### src/rtl/reset_sequencer_if.sv
// -----------------------------------------------------------------------------
// reset_sequencer_if
// Groups the soft-reset handshake and the sequenced reset outputs of the
// reset sequencer into one bundle.
//   sw_rst_req  : soft-reset request level (master -> slave)
//   sw_rst_ack  : one-cycle acknowledge of an accepted soft reset
//   stage_rst_n : per-stage active-low resets, released lowest index first
//   rst_done    : high once every stage is released
//   rst_count   : saturating count of accepted soft resets
// The slave modport is the sequencer side; the master modport is the side
// that requests soft resets and consumes the stage resets.
// -----------------------------------------------------------------------------
interface reset_sequencer_if #(
    parameter int NUM_STAGES = 4,
    parameter int CNT_W      = 8
);
    logic                  sw_rst_req;
    logic                  sw_rst_ack;
    logic [NUM_STAGES-1:0] stage_rst_n;
    logic                  rst_done;
    logic [CNT_W-1:0]      rst_count;

    modport master (
        output sw_rst_req,
        input  sw_rst_ack,
        input  stage_rst_n,
        input  rst_done,
        input  rst_count
    );

    modport slave (
        input  sw_rst_req,
        output sw_rst_ack,
        output stage_rst_n,
        output rst_done,
        output rst_count
    );
endinterface

### src/rtl/reset_sequencer.sv
// -----------------------------------------------------------------------------
// reset_sequencer
// Takes the raw active-low reset, synchronizes its deassertion to clk through
// a two-flop chain, holds every downstream reset for HOLD_CYCLES edges, then
// releases the stage resets one by one (STAGE_GAP edges apart) and flags
// completion. A soft-reset request accepted in DONE reruns hold + release
// without touching the synchronizer.
// Ports:
//   clk : single rising-edge clock
//   rst : asynchronous active-low reset; clears every register immediately
//   bus : reset_sequencer_if.slave (sw_rst_req in; sw_rst_ack, stage_rst_n,
//         rst_done, rst_count out). All outputs come straight from flops so
//         nothing glitches when rst deasserts.
// -----------------------------------------------------------------------------
module reset_sequencer #(
    parameter int NUM_STAGES  = 4,
    parameter int HOLD_CYCLES = 16,
    parameter int STAGE_GAP   = 4,
    parameter int CNT_W       = 8
) (
    input  logic               clk,
    input  logic               rst,
    reset_sequencer_if.slave   bus
);

    // Timer width covers the larger of the two intervals with one spare bit.
    localparam int SPAN_MAX = (HOLD_CYCLES > STAGE_GAP) ? HOLD_CYCLES : STAGE_GAP;
    localparam int TW       = $clog2(SPAN_MAX) + 1;

    localparam logic [TW-1:0]         HOLD_LAST  = TW'(HOLD_CYCLES - 1);
    localparam logic [TW-1:0]         GAP_LAST   = TW'(STAGE_GAP - 1);
    localparam logic [TW-1:0]         TIMER_ZERO = TW'(0);
    localparam logic [CNT_W-1:0]      CNT_MAX    = {CNT_W{1'b1}};
    localparam logic [NUM_STAGES-1:0] STAGES_LOW = {NUM_STAGES{1'b0}};

    typedef enum logic [2:0] {
        ST_ASSERT  = 3'd0,
        ST_SYNC    = 3'd1,
        ST_HOLD    = 3'd2,
        ST_RELEASE = 3'd3,
        ST_DONE    = 3'd4
    } state_t;

    state_t                state_r;
    state_t                state_s;
    logic [1:0]            sync_r;
    logic [TW-1:0]         hold_cnt_r;
    logic [TW-1:0]         hold_cnt_s;
    logic [TW-1:0]         gap_cnt_r;
    logic [TW-1:0]         gap_cnt_s;
    logic [NUM_STAGES-1:0] stage_r;
    logic [NUM_STAGES-1:0] stage_s;
    logic                  done_r;
    logic                  done_s;
    logic                  ack_r;
    logic                  ack_s;
    logic [CNT_W-1:0]      count_r;
    logic [CNT_W-1:0]      count_s;
    logic                  req_r;
    logic                  accept_s;

    // Saturating increment for the soft-reset event counter.
    function automatic logic [CNT_W-1:0] sat_inc(input logic [CNT_W-1:0] value);
        logic [CNT_W-1:0] result;
        if (value == CNT_MAX) begin
            result = value;
        end else begin
            result = value + CNT_W'(1);
        end
        return result;
    endfunction

    // Shifts a 1 in at bit 0. Stages form a thermometer code, so this always
    // releases exactly the next stage and can never release one out of order.
    function automatic logic [NUM_STAGES-1:0] next_stage(input logic [NUM_STAGES-1:0] value);
        return NUM_STAGES'({value, 1'b1});
    endfunction

    // Reset synchronizer: async clear, shifts 1s in once rst is released.
    always_ff @(posedge clk or negedge rst) begin
        if (!rst) begin
            sync_r <= 2'b00;
        end else begin
            sync_r <= {sync_r[0], 1'b1};
        end
    end

    // FSM state register.
    always_ff @(posedge clk or negedge rst) begin
        if (!rst) begin
            state_r <= ST_ASSERT;
        end else begin
            state_r <= state_s;
        end
    end

    // Soft-reset request sample; only a request seen while in DONE counts,
    // so a request raised during HOLD/RELEASE cannot be carried into DONE.
    always_ff @(posedge clk or negedge rst) begin
        if (!rst) begin
            req_r <= 1'b0;
        end else begin
            req_r <= bus.sw_rst_req && (state_r == ST_DONE);
        end
    end

    // Next-state and next-output logic.
    always_comb begin
        state_s    = state_r;
        hold_cnt_s = hold_cnt_r;
        gap_cnt_s  = gap_cnt_r;
        stage_s    = stage_r;
        done_s     = done_r;
        ack_s      = 1'b0;
        count_s    = count_r;
        accept_s   = (state_r == ST_DONE) && req_r;

        case (state_r)
            ST_ASSERT: begin
                state_s = ST_SYNC;
            end

            ST_SYNC: begin
                // First flop already 1, second about to take it: leave SYNC
                // on the same edge the synchronized reset deasserts.
                if (sync_r[0] && !sync_r[1]) begin
                    state_s    = ST_HOLD;
                    hold_cnt_s = TIMER_ZERO;
                end else begin
                    state_s = ST_SYNC;
                end
            end

            ST_HOLD: begin
                if (hold_cnt_r == HOLD_LAST) begin
                    state_s    = ST_RELEASE;
                    stage_s    = next_stage(STAGES_LOW);
                    gap_cnt_s  = TIMER_ZERO;
                    hold_cnt_s = TIMER_ZERO;
                end else begin
                    hold_cnt_s = hold_cnt_r + TW'(1);
                end
            end

            ST_RELEASE: begin
                if (stage_r[NUM_STAGES-1]) begin
                    state_s   = ST_DONE;
                    done_s    = 1'b1;
                    gap_cnt_s = TIMER_ZERO;
                end else if (gap_cnt_r == GAP_LAST) begin
                    stage_s   = next_stage(stage_r);
                    gap_cnt_s = TIMER_ZERO;
                end else begin
                    gap_cnt_s = gap_cnt_r + TW'(1);
                end
            end

            ST_DONE: begin
                // Soft reset goes straight to HOLD: the synchronizer is
                // already settled, so SYNC is not revisited.
                if (accept_s) begin
                    state_s    = ST_HOLD;
                    stage_s    = STAGES_LOW;
                    done_s     = 1'b0;
                    ack_s      = 1'b1;
                    count_s    = sat_inc(count_r);
                    hold_cnt_s = TIMER_ZERO;
                    gap_cnt_s  = TIMER_ZERO;
                end else begin
                    state_s = ST_DONE;
                end
            end

            default: begin
                state_s    = ST_ASSERT;
                stage_s    = STAGES_LOW;
                done_s     = 1'b0;
                hold_cnt_s = TIMER_ZERO;
                gap_cnt_s  = TIMER_ZERO;
            end
        endcase
    end

    // Timers and registered outputs.
    always_ff @(posedge clk or negedge rst) begin
        if (!rst) begin
            hold_cnt_r <= TIMER_ZERO;
            gap_cnt_r  <= TIMER_ZERO;
            stage_r    <= STAGES_LOW;
            done_r     <= 1'b0;
            ack_r      <= 1'b0;
            count_r    <= {CNT_W{1'b0}};
        end else begin
            hold_cnt_r <= hold_cnt_s;
            gap_cnt_r  <= gap_cnt_s;
            stage_r    <= stage_s;
            done_r     <= done_s;
            ack_r      <= ack_s;
            count_r    <= count_s;
        end
    end

    assign bus.stage_rst_n = stage_r;
    assign bus.rst_done    = done_r;
    assign bus.sw_rst_ack  = ack_r;
    assign bus.rst_count   = count_r;

endmodule

### src/flat_wrapper.sv
// flat-port wrapper written by rule: the top's interface ports become plain ports
module reset_sequencer_flat 
#(
    parameter int NUM_STAGES  = 4,
    parameter int HOLD_CYCLES = 16,
    parameter int STAGE_GAP   = 4,
    parameter int CNT_W       = 8
)
  (clk, rst, bus_sw_rst_req, bus_sw_rst_ack, bus_stage_rst_n, bus_rst_done, bus_rst_count);
  reset_sequencer_if #(.NUM_STAGES(NUM_STAGES), .CNT_W(CNT_W)) bus_i ();
  input  logic clk;
  input  logic rst;
  input wire logic [$bits(bus_i.sw_rst_req)-1:0] bus_sw_rst_req;
  output wire logic [$bits(bus_i.sw_rst_ack)-1:0] bus_sw_rst_ack;
  output wire logic [$bits(bus_i.stage_rst_n)-1:0] bus_stage_rst_n;
  output wire logic [$bits(bus_i.rst_done)-1:0] bus_rst_done;
  output wire logic [$bits(bus_i.rst_count)-1:0] bus_rst_count;
  assign bus_i.sw_rst_req = bus_sw_rst_req;
  assign bus_sw_rst_ack = bus_i.sw_rst_ack;
  assign bus_stage_rst_n = bus_i.stage_rst_n;
  assign bus_rst_done = bus_i.rst_done;
  assign bus_rst_count = bus_i.rst_count;
  reset_sequencer #(.NUM_STAGES(NUM_STAGES), .HOLD_CYCLES(HOLD_CYCLES), .STAGE_GAP(STAGE_GAP), .CNT_W(CNT_W)) u_core (.clk(clk), .rst(rst), .bus(bus_i));
endmodule
### config.mk
export PLATFORM = sky130hd
export DESIGN_NAME = reset_sequencer_flat
export DESIGN_NICKNAME = d
export VERILOG_FILES = /design/src/rtl/reset_sequencer_if.sv /design/src/rtl/reset_sequencer.sv /design/src/flat_wrapper.sv
export SDC_FILE = /design/constraint.sdc
export NUM_CORES = 1
export LEC_CHECK = 0
export ABC_AREA = 0
export CORE_UTILIZATION = 44
export CTS_CLUSTER_DIAMETER = 30
export DETAILED_ROUTE_END_ITERATION = 16
export GPL_TIMING_DRIVEN = 1
export PLACE_DENSITY_LB_ADDON = 0.08
export SLEW_MARGIN = 5
export SYNTH_ARGS = -nofsm -noshare
export SYNTH_HDL_FRONTEND = slang
export SYNTH_SLANG_ARGS = --single-unit
### constraint.sdc
create_clock -name clk -period 1.51 [get_ports clk]
set_input_delay 0.151 -clock clk [delete_from_list [all_inputs] [get_ports clk]]
set_output_delay 0.151 -clock clk [all_outputs]
set_load 0.05 [all_outputs]
==> results of run 1 <==
## stage by stage
step | std cells | utilization (%) | total power, mW
2_1_floorplan | 135 | - | 2.08
3_3_place_gp | 210 | 58.2 | 2.53
3_5_place_dp | 210 | 58.2 | 2.57
4_1_cts | 220 | 60.6 | 3.09
5_1_grt | 222 | 62.6 | 3.38
6_report | 222 | 62.6 | 3.14
## flip-flops by register name (all words and copies together) (netlist names)
signal and count:
u_core.bus.rst_done 1, u_core.bus.sw_rst_ack 1, u_core.hold_cnt_r 5, u_core.gap_cnt_r 5, u_core.bus.stage_rst_n 4, u_core.req_r 1
u_core.sync_r 2, u_core.bus.rst_count 8, u_core.state_r 3
## per-layer routing
layer | global-route usage (%) | vias to the layer above | wire length, um | part of all wire, %
li1 | - | 576 | - | -
met1 | 22.4 | 565 | 1300 | 43
met2 | 33.5 | 25 | 1550 | 51
met3 | 6.11 | 4 | 152 | 5.0
met4 | 13.3 | 0 | 38 | 1.3
met5 | 0 | - | 0 | 0
## power by group
| group | leakage [nW] | total (mW) | internal [mW] | switching, mW |
|---|---|---|---|---|
| combinational | 0.488 | 1.57 | 0.750 | 0.816 |
| sequential | 0.377 | 1.12 | 0.983 | 0.142 |
| clock | 0.0320 | 0.452 | 0.177 | 0.275 |
## worst max-delay path by stage
stage                                           end  cells after the start  slack, ns
final                     u_core.bus.stage_rst_n[1]                      5      -0.03
after CTS                 u_core.bus.stage_rst_n[3]                      6      -0.04
after global placement    u_core.bus.stage_rst_n[2]                      5       0.03
after detailed placement        u_core.gap_cnt_r[3]                      5      -0.02
after global routing      u_core.bus.stage_rst_n[2]                      5      -0.08
after floorplan           u_core.bus.stage_rst_n[1]                      5      0.004
## final cells by class
class	instances	area share, %
inverter	4	0.779
clock inverter	2	0.519
sequential	30	39.4
timing repair buffer	39	16.1
clock buffer	6	2.14
multi-input combinational	97	38.2
tap	44	2.86
## repair_timing
action | CTS | global route
pin swaps | 1 | 10
setup buffers | 2 | 2
resized for setup | 1 | 12
setup endpoints to repair | 6 | 13
## cells by family after synthesis
logic type               after synthesis  share of synthesized area (%)
AO/OA/AOI/OAI                         34                           16.1
XOR/XNOR                               7                           4.23
adder cells (fa/ha/maj)                3                           2.59
buffers and inverters                  8                           3.02
flip-flops                            30                           51.8
multiplexers                           4                           3.02
other                                  1                          0.259
AND/OR/NAND/NOR                       48                           18.9
## layout by cell type, fill, tap and decap left out, types with 2 or more instances in the layout
| master | instances |
|---|---|
| sky130_fd_sc_hd__a21oi_1 | 5 |
| sky130_fd_sc_hd__a22o_1 | 4 |
| sky130_fd_sc_hd__a31oi_1 | 3 |
| sky130_fd_sc_hd__buf_4 | 36 |
| sky130_fd_sc_hd__clkbuf_4 | 5 |
| sky130_fd_sc_hd__clkdlybuf4s50_1 | 2 |
| sky130_fd_sc_hd__clkinv_2 | 2 |
| sky130_fd_sc_hd__dfrtp_1 | 23 |
| sky130_fd_sc_hd__dfrtp_2 | 7 |
| sky130_fd_sc_hd__ha_2 | 2 |
| sky130_fd_sc_hd__inv_1 | 4 |
| sky130_fd_sc_hd__mux2_4 | 3 |
| sky130_fd_sc_hd__nand2_1 | 14 |
| sky130_fd_sc_hd__nand3_1 | 6 |
| sky130_fd_sc_hd__nand4_1 | 2 |
| sky130_fd_sc_hd__nor2_1 | 7 |
| sky130_fd_sc_hd__nor3_1 | 4 |
| sky130_fd_sc_hd__nor3_2 | 2 |
| sky130_fd_sc_hd__o21ai_0 | 6 |
| sky130_fd_sc_hd__o21ai_1 | 4 |
| sky130_fd_sc_hd__xor2_1 | 6 |
==> results.env, run 1 <==
CTS_BUFFERS=5
VIOLATIONS='negative setup slack'
MAX_CLOCK_FREQ_GHz=0.651
YOSYSTOPAREACELL='sky130_fd_sc_hd__dfrtp_1'
ANT_DIODES=0
SYNTH_ENABLE_FLOP_CELLS=0
CLOCK_LATENCY_NS=0.34
PLACED_AREA_SQ_UM=1790
ROUTED_VIA_DENSITY=5.27
DRT_ITER0_MARKERS=41
DETAIL-ROUTE-ANTENNA-NETS=0
SETUP_TOTAL_NEGATIVE_SLACK_NS=-0.0511
GRT_USE_TOTAL_PCT=20.3
YOSYS_REGISTER_BITS=30
MAX_STAGE_DELAY_NS=0.50
SYNTH.TOP_CELL.AREA_SHARE_PCT=51.8
MOST_NUMEROUS_CELL_IN_THE_YOSYS_NETLIST='sky130_fd_sc_hd__dfrtp_1'
GRT_PASS1_VIAS=1098
CTS_ROOT_BUFFER='sky130_fd_sc_hd__clkbuf_4'
CRITICAL_PATH.STARTPOINT='u_core.gap_cnt_r[0]'
CRIT_PATH_START_KIND='register'
SYNTH_CELLS=135
ROUTE.VIAS.TOTAL=1170
FILLCELLCOUNT=277
YS.FLOP_TYPE='sky130_fd_sc_hd__dfrtp_1'
UNREPAIRED_SETUP_ENDPOINTS_AFTER_GLOBAL_ROUTING='yes'
CORE_REGION_AREA_SQ_UM=3080
FINAL_MIN_PERIOD_OVER_CLOCK_PERIOD_PCT=102
LAYOUT.AREA.SEQ_SQ_UM=759
PLACEMENT_ROWS=20
FP.DIEH_UM=59.4
DRT-PASS1-ITER-COUNT=4
FINAL-HOLD-VIOLATION-COUNT=0
STATIC-LEAKAGE-POWER_nW=0.897
R2R_SLACK_NS=-0.03
CRIT_PATH_DAT_NS=1.76
CLOCK_SKEW_NS=0.0121
DIE_W_UM=59.4
ENDPOINT_KIND='register'
R2R_END='u_core.bus.stage_rst_n[1]'
CTSLONGESTPATHBUFFERS=2
STATUS='finished, violations left'
TIMING.RR.START='u_core.gap_cnt_r[0]'
YS.WARNINGS.COUNT=0
FINALCRITICALPERIOD_NS=1.54
SYNTHDISTINCTLIBCELLS=43
CRIT_PATH_CELL_TRACE='ha_2 -> or4b_4 -> nor2_4 -> o21ai_1 -> a22o_1'
IO_BUFFER_COUNT=16
DRT_WL_TOTAL_UM=3040
YS_ASYNC_SR_FRACTION_PCT=100
DRT-WIRELENGTH-PER-CELL_UM=13.7
CTS_TREE='done'
WORST_HOLD_SLACK_NS=0.195
CTS-HTREE-LEVELS=2
POST_SYNTH_MAIN_AREA_CONTRIBUTORS='sky130_fd_sc_hd__dfrtp_1, sky130_fd_sc_hd__nand2_1, sky130_fd_sc_hd__xor2_1'
POSTSYNTHNETCOUNT=141
LAST_WEIGHTED_CONGESTION_VALUE_OF_THE_ROUTABILITY_DRIVEN_PLACER=0.793
HPWLAFTERDP_UM=2070
CLOCK-SINKS=30
FRACTION_OF_FINAL_LAYOUT_CELLS_WITH_DRIVE_STRENGTH_GREATER_THAN_1_PCT=41.0
DP_WORST_SETUP_SLACK_NS=-0.0217
YS_SEQ_AREA_SHARE_PCT=51.8
WORST_PATH_DOMINANT_CELL_FAMILY='simple AND/OR/NAND/NOR gates'
R2R.WORST_PATH.CELLS=5
POST-ROUTE-DRC-COUNT=0
NUM_IO_PINS=17
CELLPOWERDENSITY_nW_PER_UM2=1630
STARTING_DENSITY_OF_THE_CORE_PCT=47.1
MAPPEDNETLISTAREA_SQ_UM=1450
CP.REQUIRED_NS=1.73
AREA_GROWTH_FROM_SYNTHESIS_TO_FINAL_LAYOUT_PCT=33.1
SETUP_VIOL=2
CRIT_BUF_INV=0
DIE-AREA_SQ_UM=3530
TIMING.HOLD.WORST.CLASS='in -> async'
CTS.HOLD.BUFFERS_ADDED=0
PATH_MAX_FANOUT=3
WORST_PATH_MAX_DELAY_CELL='sky130_fd_sc_hd__or4b_4'
FINAL_AREA_SQ_UM=1930
SETUP.WORST_PATH.CLASS='reg -> reg'
IRDROPWORSTVDD_mV=0.674
PIN_COUNT_OF_THE_BIGGEST_NET_ENTERING_GLOBAL_ROUTING=31
SYNTH_COMMONEST_CELLS='sky130_fd_sc_hd__dfrtp_1, sky130_fd_sc_hd__nand2_1, sky130_fd_sc_hd__nor2_1, sky130_fd_sc_hd__o21ai_0, sky130_fd_sc_hd__nand3_1'
DRV.MAX_CAP_VIOLATION_COUNT=0
MULTI_INPUT_COMB_AREA_SQ_UM=737
GRT_ANTENNA_BEFORE_REPAIR=0
LAYOUT.NETS=183
SYN_AVG_CELL_AREA_SQ_UM=10.7
CTS.REPORTEDPATHS.CLKPINSLEW_NS=0.10
GLOBAL_ROUTE_WIRE_LENGTH_BEFORE_REPAIR_UM=4970
GRT_OVERFLOW_TOTAL=0
POST-ROUTE-WORST-SETUP-SLACK_NS=-0.0256
TIMING_MAX_TRANSITION_VIOLATIONS_FINAL=0
No activity file was read; power rests on OpenSTA's default activity.
==> run 2, diff against run 1 <==
- clock period: 1.51 -> 1.95 ns (I/O delays scaled with it)
==> results.env, run 2 (synthesis results as in run 1) <==
STATUS='complete, no violations'
DRT_ITER0_MARKERS=30
NUM_IO_PINS=17
R2R.WORST_PATH.CELLS=4
LAST_WEIGHTED_CONGESTION_VALUE_OF_THE_ROUTABILITY_DRIVEN_PLACER=0.701
STARTING_DENSITY_OF_THE_CORE_PCT=47.1
CRIT_BUF_INV=1
LARGEST_REGISTER_FFS=8
PLACEMENT_ROWS=20
FINALCRITICALPERIOD_NS=1.86
DIE_W_UM=59.4
AREA_GROWTH_FROM_SYNTHESIS_TO_FINAL_LAYOUT_PCT=18.4
CTS.HOLD.BUFFERS_ADDED=0
PATH_MAX_FANOUT=7
CLOCK-SINKS=30
MAX_CLOCK_FREQ_GHz=0.538
DETAIL-ROUTE-ANTENNA-NETS=0
FINAL-HOLD-VIOLATION-COUNT=0
FINAL_MIN_PERIOD_OVER_CLOCK_PERIOD_PCT=95.3
LAYOUT_COMMONEST_CELL='sky130_fd_sc_hd__dfrtp_1'
SETUP_VIOL=0
WORST_PATH_MAX_DELAY_CELL='sky130_fd_sc_hd__clkdlybuf4s50_1'
ENDPOINT_KIND='output port'
UNREPAIRED_SETUP_ENDPOINTS_AFTER_GLOBAL_ROUTING='no'
WORST_PIN_SLEW_NS=0.485
DRT-WIRELENGTH-PER-CELL_UM=13.1
GRT_OVERFLOW_TOTAL=0
HPWLAFTERDP_UM=1810
LAYOUT.NETS=163
FRACTION_OF_FINAL_LAYOUT_CELLS_WITH_DRIVE_STRENGTH_GREATER_THAN_1_PCT=13.9
MAX_STAGE_DELAY_NS=0.85
CRITICAL_PATH_DEPTH=1
CTSRESIZECOUNT=0
GRT_ANTENNA_BEFORE_REPAIR=0
CTS.REPORTEDPATHS.CLKPINSLEW_NS=0.10
DRT-PASS1-ITER-COUNT=4
IO_BUFFER_COUNT=16
FP.DIEH_UM=59.4
CLOCK_SKEW_NS=0.00768
DRT_WL_TOTAL_UM=2650
WORST_HOLD_SLACK_NS=0.233
GLOBAL_ROUTE_WIRE_LENGTH_BEFORE_REPAIR_UM=4540
IRDROPWORSTVDD_mV=0.641
SETUP_TOTAL_NEGATIVE_SLACK_NS=0
DIE-AREA_SQ_UM=3530
CLOCK_LATENCY_NS=0.33
FILLCELLCOUNT=289
CRIT_PATH_DAT_NS=1.66
CTS-HTREE-LEVELS=2
GRT_PASS1_VIAS=975
ROUTED_VIA_DENSITY=5.31
CTS_BUFFERS=5
GRT_USE_TOTAL_PCT=17.9
CTSLONGESTPATHBUFFERS=2
ROUTE.VIAS.TOTAL=1072
CTS_SETUP_BUFFERS=0
TIMING.HOLD.WORST.CLASS='in -> async'
LAYOUT.CELLS.MOST_COMMON_LIST='sky130_fd_sc_hd__dfrtp_1, sky130_fd_sc_hd__clkdlybuf4s50_1, sky130_fd_sc_hd__nand2_1'
CRIT_PATH_START_KIND='register'
POST-ROUTE-DRC-COUNT=0
CTS_TREE='done'
PIN_COUNT_OF_THE_BIGGEST_NET_ENTERING_GLOBAL_ROUTING=31
ANT_DIODES=0
CP.REQUIRED_NS=1.75
SETUP.WORST_PATH.CLASS='reg -> out'
WORST_PATH_DOMINANT_CELL_FAMILY='buffers and inverters'
TIMING_MAX_TRANSITION_VIOLATIONS_FINAL=0
WORST_SLEW_MARGIN_REL_PCT=67.2
STATIC-LEAKAGE-POWER_nW=0.774
CORE_REGION_AREA_SQ_UM=3080
CRIT_PATH_CELL_TRACE='clkdlybuf4s50_1'
CELLPOWERDENSITY_nW_PER_UM2=1280
DRV.MAX_CAP_VIOLATION_COUNT=0
CTS_ROOT_BUFFER='sky130_fd_sc_hd__clkbuf_4'
[run 2: cell count changes in the layout (fill, tap and decap cells not counted), moves of 2 or more]
cell	delta
sky130_fd_sc_hd__o21ai_0	+2
sky130_fd_sc_hd__dfrtp_2	-7
sky130_fd_sc_hd__ha_1	+3
sky130_fd_sc_hd__mux2_4	-3
sky130_fd_sc_hd__ha_2	-2
sky130_fd_sc_hd__mux2_2	+3
sky130_fd_sc_hd__buf_4	-32
sky130_fd_sc_hd__dfrtp_1	+7
sky130_fd_sc_hd__clkdlybuf4s50_1	+13
[run 2: path summary, 6_finish.rpt]
path                                         startpoint                      end  slack (ns)
worst max register to register        u_core.state_r[1]  u_core.bus.rst_count[7]        0.24
worst min register to register         u_core.sync_r[0]         u_core.sync_r[1]        0.37
worst min-delay path                                rst      u_core.bus.rst_done        0.23
min in group clk                       u_core.sync_r[0]         u_core.sync_r[1]        0.37
max in group asynchronous                           rst      u_core.gap_cnt_r[1]        1.43
worst max-delay path            u_core.bus.rst_count[3]         bus_rst_count[3]        0.09
[run 2: power by group]
part	leakage, nW	switching, mW	internal (mW)	total [mW]
sequential	0.389	0.176	0.760	0.937
clock	0.0353	0.216	0.175	0.391
combinational	0.350	0.491	0.379	0.869
[run 2: per-layer routing]
layer	track usage (%)	routed length, um
met3	6.77	117
met2	25.7	1160
met1	24.2	1320
met5	0	0
met4	7.14	50
[run 2: area by class of cell]
cell class | count | area [sq um] | share of cell area [%]
well taps | 44 | 55.1 | 3.21
clock inverters | 1 | 5.00 | 0.292
clock buffers | 7 | 55.1 | 3.21
repair buffers | 19 | 180 | 10.5
flip-flops and latches | 30 | 751 | 43.8
multi-input cells | 97 | 654 | 38.1
inverters | 4 | 15.0 | 0.875
[run 2: through the flow]
step                cells  area [sq um]  power (mW)  utilization, %  setup WS [ns]
detailed placement    194          1660        1.82            53.8          0.240
CTS                   202          1720        2.22            55.7         0.0754
global route          202          1720        2.35            55.7         0.0310
floorplan             135          1450        1.61               -          0.116
finish                202          1720        2.20            55.7         0.0919
global placement      194          1660        1.80            53.8          0.249
==> run 3, diff against run 2 <==
- SLEW_MARGIN: 5 -> default
==> results of run 3 <==
Final layout, timing and power as in run 2 (identical DEF).
